===== config.mk =====
export PLATFORM = sky130hd
export DESIGN_NAME = serial_addsub_n_flat
export DESIGN_NICKNAME = d
export VERILOG_FILES = /design/src/rtl/serial_addsub_n_if.sv /design/src/rtl/serial_addsub_n.sv /design/src/flat_wrapper.sv
export SDC_FILE = /design/constraint.sdc
export NUM_CORES = 1
export LEC_CHECK = 0
export ABC_AREA = 1
export CELL_PAD_IN_SITES_DETAIL_PLACEMENT = 1
export CELL_PAD_IN_SITES_GLOBAL_PLACEMENT = 1
export CORE_MARGIN = 3
export CORE_UTILIZATION = 30
export DETAILED_ROUTE_END_ITERATION = 12
export DONT_BUFFER_PORTS = 1
export HOLD_SLACK_MARGIN = 0.02
export PLACE_DENSITY = 0.67
export SETUP_SLACK_MARGIN = 0.3
export SLEW_MARGIN = 5
export SYNTH_ARGS = -nofsm -noshare
export SYNTH_HDL_FRONTEND = slang
export SYNTH_SLANG_ARGS = --single-unit
export TNS_END_PERCENT = 100

===== constraint.sdc =====
create_clock -name i_clk -period 1.35 [get_ports i_clk]
set_input_delay 0.135 -clock i_clk [delete_from_list [all_inputs] [get_ports i_clk]]
set_output_delay 0.135 -clock i_clk [all_outputs]
set_load 0.01 [all_outputs]

===== src/rtl/serial_addsub_n_if.sv =====
// Start/done operand and result bundle for the bit-serial adder/subtractor.
// The master drives the operands; the slave returns the result and status.
interface serial_addsub_n_if #(
  parameter int n = 4
);
  logic         start;
  logic         sub;
  logic [n-1:0] x;
  logic [n-1:0] y;
  logic [n-1:0] s;
  logic         cout;
  logic         overflow;
  logic         busy;
  logic         done;

  modport master (
    output start, sub, x, y,
    input  s, cout, overflow, busy, done
  );

  modport slave (
    input  start, sub, x, y,
    output s, cout, overflow, busy, done
  );
endinterface


===== src/rtl/serial_addsub_n.sv =====
// Bit-serial n-bit adder/subtractor, LSB first, one bit per clock.
// Produces the result, carry-out (not-borrow on subtract) and overflow.
module serial_addsub_n #(
  parameter int n = 4
) (
  input  logic             i_clk,
  input  logic             i_rst,
  serial_addsub_n_if.slave bus
);
  localparam int CW = $clog2(n + 1);

  typedef enum logic [1:0] {
    S_IDLE,
    S_RUN,
    S_DONE
  } state_t;

  state_t        r_state;
  state_t        w_next;
  logic [n-1:0]  r_a;
  logic [n-1:0]  r_b;
  logic [n-1:0]  r_s;
  logic          r_c;
  logic          r_cout;
  logic          r_ovf;
  logic [CW-1:0] r_cnt;
  logic          w_sum;
  logic          w_carry;
  logic          w_last;
  logic          w_load;

  assign w_sum   = r_a[0] ^ r_b[0] ^ r_c;
  assign w_carry = (r_a[0] & r_b[0]) | (r_a[0] & r_c) | (r_b[0] & r_c);
  assign w_last  = (r_cnt == CW'(n - 1));

  always_comb begin
    w_next = r_state;
    w_load = 1'b0;
    unique case (r_state)
      S_IDLE: begin
        if (bus.start) begin
          w_next = S_RUN;
          w_load = 1'b1;
        end
      end
      S_RUN: begin
        if (w_last) w_next = S_DONE;
      end
      S_DONE:  w_next = S_IDLE;
      default: w_next = S_IDLE;
    endcase
  end

  always_ff @(posedge i_clk) begin
    if (i_rst) begin
      r_state <= S_IDLE;
      r_a     <= '0;
      r_b     <= '0;
      r_s     <= '0;
      r_c     <= 1'b0;
      r_cout  <= 1'b0;
      r_ovf   <= 1'b0;
      r_cnt   <= '0;
    end else begin
      r_state <= w_next;
      if (w_load) begin
        // Subtract as X + ~Y + 1: invert B and seed the carry.
        r_a    <= bus.x;
        r_b    <= bus.sub ? ~bus.y : bus.y;
        r_c    <= bus.sub;
        r_cnt  <= '0;
        r_s    <= '0;
        r_cout <= 1'b0;
        r_ovf  <= 1'b0;
      end else if (r_state == S_RUN) begin
        r_s   <= {w_sum, r_s[n-1:1]};
        r_c   <= w_carry;
        r_a   <= r_a >> 1;
        r_b   <= r_b >> 1;
        r_cnt <= r_cnt + CW'(1);
        if (w_last) begin
          // r_c is still the carry into the MSB here.
          r_cout <= w_carry;
          r_ovf  <= w_carry ^ r_c;
        end
      end
    end
  end

  assign bus.s        = r_s;
  assign bus.cout     = r_cout;
  assign bus.overflow = r_ovf;
  assign bus.busy     = (r_state != S_IDLE);
  assign bus.done     = (r_state == S_DONE);
endmodule


===== src/flat_wrapper.sv =====
// flat-port wrapper written by rule: the top's interface ports become plain ports
module serial_addsub_n_flat 
#(
  parameter int n = 4
)
  (i_clk, i_rst, bus_start, bus_sub, bus_x, bus_y, bus_s, bus_cout, bus_overflow, bus_busy, bus_done);
  serial_addsub_n_if #(.n(n)) bus_i ();
  input  logic i_clk;
  input  logic i_rst;
  input wire logic [$bits(bus_i.start)-1:0] bus_start;
  input wire logic [$bits(bus_i.sub)-1:0] bus_sub;
  input wire logic [$bits(bus_i.x)-1:0] bus_x;
  input wire logic [$bits(bus_i.y)-1:0] bus_y;
  output wire logic [$bits(bus_i.s)-1:0] bus_s;
  output wire logic [$bits(bus_i.cout)-1:0] bus_cout;
  output wire logic [$bits(bus_i.overflow)-1:0] bus_overflow;
  output wire logic [$bits(bus_i.busy)-1:0] bus_busy;
  output wire logic [$bits(bus_i.done)-1:0] bus_done;
  assign bus_i.start = bus_start;
  assign bus_i.sub = bus_sub;
  assign bus_i.x = bus_x;
  assign bus_i.y = bus_y;
  assign bus_s = bus_i.s;
  assign bus_cout = bus_i.cout;
  assign bus_overflow = bus_i.overflow;
  assign bus_busy = bus_i.busy;
  assign bus_done = bus_i.done;
  serial_addsub_n #(.n(n)) u_core (.i_clk(i_clk), .i_rst(i_rst), .bus(bus_i));
endmodule

## Yosys cells after proc, flatten, opt, wreduce, memory -nomap -nowiden

Index checks and enable logic that the tools add are counted.

- Register bits after elaboration: 20
- Input port bits: 12
- Output and inout bits: 8
- Logic and storage cells: 41

- $add $sub $neg: 1
- Equality and inequality tests: 5
- Muxes and demuxes: 12
- Bitwise gates (word level): 9
- Reduce and logical (&&, ||, !) cells: 6

Operators by type and width:

| kind | count |
|---|---|
| 4-bit two-way mux | 5 |
| 1-bit two-way mux | 4 |
| 2-bit two-way mux | 2 |
| 4-bit NOT | 1 |
| 2-bit one-hot mux with 2 select lines | 1 |
| 2-bit AND reduction | 2 |
| 2-bit nonzero test | 2 |
| 3-bit by 1-bit adder with 3-bit output, second input constant | 1 |
| 1-bit bitwise AND | 3 |
| 3-bit by 2-bit == test with 1-bit output, second input constant | 1 |
| 1-bit bitwise XOR | 3 |
| 2-bit by 1-bit == test with 1-bit output, second input constant | 1 |
| 2-bit == test, second input constant | 1 |
| 2-bit logical NOT | 1 |
| 2-bit by 1-bit != test with 1-bit output, second input constant | 1 |
| 2-bit != test, second input constant | 1 |
| 1-bit OR | 2 |
| 2-bit OR reduction | 1 |

## Longest topological paths before layout

- Depth in word-level cells: 5
- Depth in mapped cells: 8
- Mapped depth without buffers: 7

## Worst setup path after synthesis

Ideal clock, no wire load.

- Path kind: register -> register
- From: reg u_core.r_c
- To: reg u_core.r_ovf (netlist: u_core.bus.overflow)
- Library setup time: 0.070 ns
- Data arrival time: 1.109 ns
- Required time: 1.280 ns
- Path slack: 0.171 ns
- Cell stages (with the launch flop): 5
- Buffers on the path: 0
- Period minus slack after synthesis: 1.179 ns
- Cells stage by stage: dfxtp_1 fa_1 xor2_1 nand2_1 a21oi_1

- Word-level cells in the longest chain between the ends: 4
- Elaborated cells on any way between the ends: 5
- Those cells by class: 5 x bitwise

RTL lines:

| element | RTL line | RTL |
|---|---|---|
| from (decl) | serial_addsub_n.sv:23 | `logic r_c;` |
| from (signal assigned) | serial_addsub_n.sv:70 | `r_c <= bus.sub;` |
| from (signal assigned) | serial_addsub_n.sv:77 | `r_c <= w_carry;` |
| 1-bit bitwise AND | serial_addsub_n.sv:33 | `assign w_carry = (r_a[0] & r_b[0]) \| (r_a[0] & r_c) \| (r_b[0] & r_c);` |
| 1-bit OR | serial_addsub_n.sv:33 |  |
| 1-bit OR (*) | serial_addsub_n.sv:33 |  |
| via u_core.w_carry | serial_addsub_n.sv:28 | `logic w_carry;` |
| 1-bit bitwise XOR (*) | serial_addsub_n.sv:84 | `r_ovf <= w_carry ^ r_c;` |
| to (signal assigned) | serial_addsub_n.sv:84 |  |
| to (decl) | serial_addsub_n.sv:25 | `logic r_ovf;` |

The timed path passes the listed nets; every way through them passes the cells marked *.
A chain may end at the register's enable or synchronous reset.

## Worst setup path after layout

- From: reg u_core.r_b[0]
- To: reg u_core.r_c

- Word-level cells in the longest chain between the ends: 5
- Elaborated cells on any way between the ends: 6
- Those cells by class: 2 x mux; 4 x bitwise

RTL lines:

| element | RTL line | RTL |
|---|---|---|
| from (decl) | serial_addsub_n.sv:21 | `logic [n-1:0] r_b;` |
| from (signal assigned) | serial_addsub_n.sv:69 | `r_b <= bus.sub ? ~bus.y : bus.y;` |
| from (signal assigned) | serial_addsub_n.sv:79 | `r_b <= r_b >> 1;` |
| 1-bit bitwise AND | serial_addsub_n.sv:33 |  |
| 1-bit OR | serial_addsub_n.sv:33 |  |
| 1-bit OR (*) | serial_addsub_n.sv:33 |  |
| via u_core.w_carry | serial_addsub_n.sv:28 |  |
| 1-bit two-way mux (*) | serial_addsub_n.sv:75 | `end else if (r_state == S_RUN) begin` |
| 1-bit two-way mux (*) | serial_addsub_n.sv:66 | `if (w_load) begin` |

The timed path passes the listed nets; every way through them passes the cells marked *. The select of a mux whose other input is x is not followed.

==> impl_metrics.yaml <==
sta:
  layout_setup_ws_ns: 0.2030
  fin_crit_sh: 0.8496
  fmax_ghz: 0.8718
  rsz0062_at_grt: "true"
  setup_viol: 0
  max-slew-margin-rel: 0.7580
  finalHoldViolations: 0
  finalCriticalPeriod_ns: 1.147
  setup_tns_ns: 0
  fin_skew_ns: 0.009672
  hold_ws_ns: 0.02372
  finalMaxSlewViolations: 0
  tightestPinTransition_ns: 0.3619
cells_and_area:
  diodes: 0
  area_delta_synth_final_pct: 47.17
  multi_input_comb_area_um2: 629.4
  layout_commonest_cell: "nand2_1"
  drive_gt1_frac: 0.3775
  fill_cells: 338
  final_cell_mix: "40 x nand2_1, 14 x dfxtp_1, 10 x nand2_2, 9 x inv_1, 9 x dlygate4sd3_1"
  seq_area_um2: 412.9
  fin_nets: 167
yosys:
  synthSimpleGateAreaFrac: 0.3215
  synthAdderAreaFrac: 0.04743
  yosys.area_share.xor_xnor: 0.02767
  yosysWarnings: 0
  synth_compound_area_frac: 0.09750
  avgSynthCellArea_um2: 7.249
  synth_area_um2: 949.7
  synth_top_family_by_area: "simple AND/OR/NAND/NOR gates"
  synth_cells: 131
  async_reset_ff_frac: 0
  ys.flop_type: "dfxtp_1"
  synth.distinct_cells: 22
  synth_seq_area_share: 0.4216
  synth-edff-count: 0
  synthMuxAreaShare: 0
  synth_seq_cells: 20
  synth_nets: 146
run:
  max-cap-violations: 0
detailed_routing:
  wl_met2_um: 1369
  firstDrtPassIters: 4
  routed-wl-met3_um: 86
  vias: 906
  drt-initial-drc-count: 11
  wl_met1_um: 1228
  ant_nets: 0
  routed_via_density: 4.694
  drc: 0
  wirelength_um: 2709
  top_layer: "met4"
  wl_per_cell_um: 14.04
outcome:
  status: "finished, final reports clean"
power:
  power_switching_w: 0.0003606
  worst_ir_drop_vdd_mv: 0.6563
  p_clk_frac: 0.364
  swShare: 0.2605
  total_power_w: 0.001384
  p_leak_nw: 0.5921
  power_density_nw_per_um2: 990.4
  combPwrFrac: 0.170
  internal_power_w: 0.001024
  seq_power_share: 0.466
floorplan:
  core-area_um2: 2877
  die_x_um: 62.27
  die_h_um: 62.27
  die-area_um2: 3877
  io_pins: 20
  rows: 19
  start_util: 0.3301
setup_path:
  crit_path_start_kind: "flop"
  crit_required_ns: 1.56
  end_kind: "flop"
  cp_max_fo: 2
  rrSetupSlack_ns: 0.20
  worst-setup-path-type: "flop to flop"
  cp.arrival_ns: 1.35
clock_tree:
  htree_levels: 1
  clk_latency_ns: 0.32
  cts_buffers: 3
  clkSinkCount: 20
  cts_root_buffer: "clkbuf_4"
  cts_tree: "done"
  cts_buffer_depth: 2
  clkTransAtPathRegs_ns: 0.12
placement:
  io_buffer_count: 0
  gp_congestion: 0.7441
  dp_hpwl_um: 1615
  place_ws_ns: 0.1384
grt:
  grt_antenna_before_repair: 0
  grt_pass1_wl_um: 4119
  grt_usage: 0.1325
  grt-ovfl-total: 0
  grt_pass1_vias: 897
  grt_start_max_net_pins: 13
min_path:
  hp-class: "input port to flop"
worst paths after layout:
path                      start       endpoint  depth (start not counted)
setup reg to reg  u_core.r_b[0]     u_core.r_c                          4
hold reg to reg   u_core.r_b[0]  u_core.r_b[0]                          2
hold / removal        bus_start  u_core.r_b[0]                          3
setup / recovery  u_core.r_b[0]     u_core.r_c                          4
area by class of cell:
| class | instances | share of cell area |
|---|---|---|
| inverters | 14 | 0.05013 |
| clock inverters | 1 | 0.02149 |
| multi-input cells | 94 | 0.4503 |
| well taps | 42 | 0.03760 |
| repair buffers | 19 | 0.1289 |
| clock buffers | 3 | 0.01611 |
| flip-flops and latches | 20 | 0.2954 |
worst max-delay path, cell delays in order (launching register included):
cell and delay (ns):
dfxtp_2 0.35, fa_2 0.39, buf_4 0.15, nand2_1 0.06
a31oi_1 0.08
layer usage:
metal,up-vias,global-route usage
li1,453,-
met1,437,0.1557
met2,12,0.2339
met3,4,0.03604
met4,0,0.04132
met5,-,0
power by group through the flow:
stage | sequential [W] | combinational [W] | clock [W]
2_1_floorplan | 0.000643 | 0.000122 | 0
3_3_place_gp | 0.000652 | 0.000127 | 0
4_1_cts | 0.000638 | 0.000180 | 0.000514
3_5_place_dp | 0.000652 | 0.000129 | 0
6_report | 0.000645 | 0.000236 | 0.000504
5_1_grt | 0.000648 | 0.000261 | 0.000535
stage by stage:
stage | cell area, um2 | cells | util
2_1_floorplan | 953.4 | 131 | -
3_3_place_gp | 978.4 | 169 | 0.3401
3_5_place_dp | 978.4 | 169 | 0.3401
4_1_cts | 1211 | 187 | 0.4211
5_1_grt | 1398 | 193 | 0.4859
6_report | 1398 | 193 | 0.4859
Yosys cell counts, types with 2 or more instances:
master   instances  area (um2)
nand2_1         51       191.4
dfxtp_1         20       400.4
a21oi_1         12       60.06
inv_1           11       41.29
nand3_1          7       35.03
a31oi_1          3       18.77
inv_2            3       11.26
nand2_2          3       18.77
nor2_1           3       11.26
nor2_2           3       18.77
xor2_1           3       26.28
ha_1             2       25.02
state kept, by name, indices dropped and copies added, names as in the netlist:
name / count
u_core.r_c: 1
u_core.bus.s: 4
u_core.bus.overflow: 1
u_core.r_state: 2
u_core.bus.cout: 1
u_core.r_cnt: 3
u_core.r_b: 4
u_core.r_a: 4
cell families after synthesis:
group                      count (synthesis)
and+or+nand+nor                           70
DFF                                       20
buffers and inverters                     18
AOI/OAI and AO/OA                         17
xor gates and xnor gates                   3
adders and majority gates                  3
what timing repair did:
item,in CTS,in global routing
hold buffers,7,2
gates resized for setup,17,36
endpoints found under the hold margin,11,3
buffers inserted,7,3
pin swaps,5,13
endpoints found under the setup margin,22,22
cloned,0,1
No activity file was read; power rests on OpenSTA's default activity.
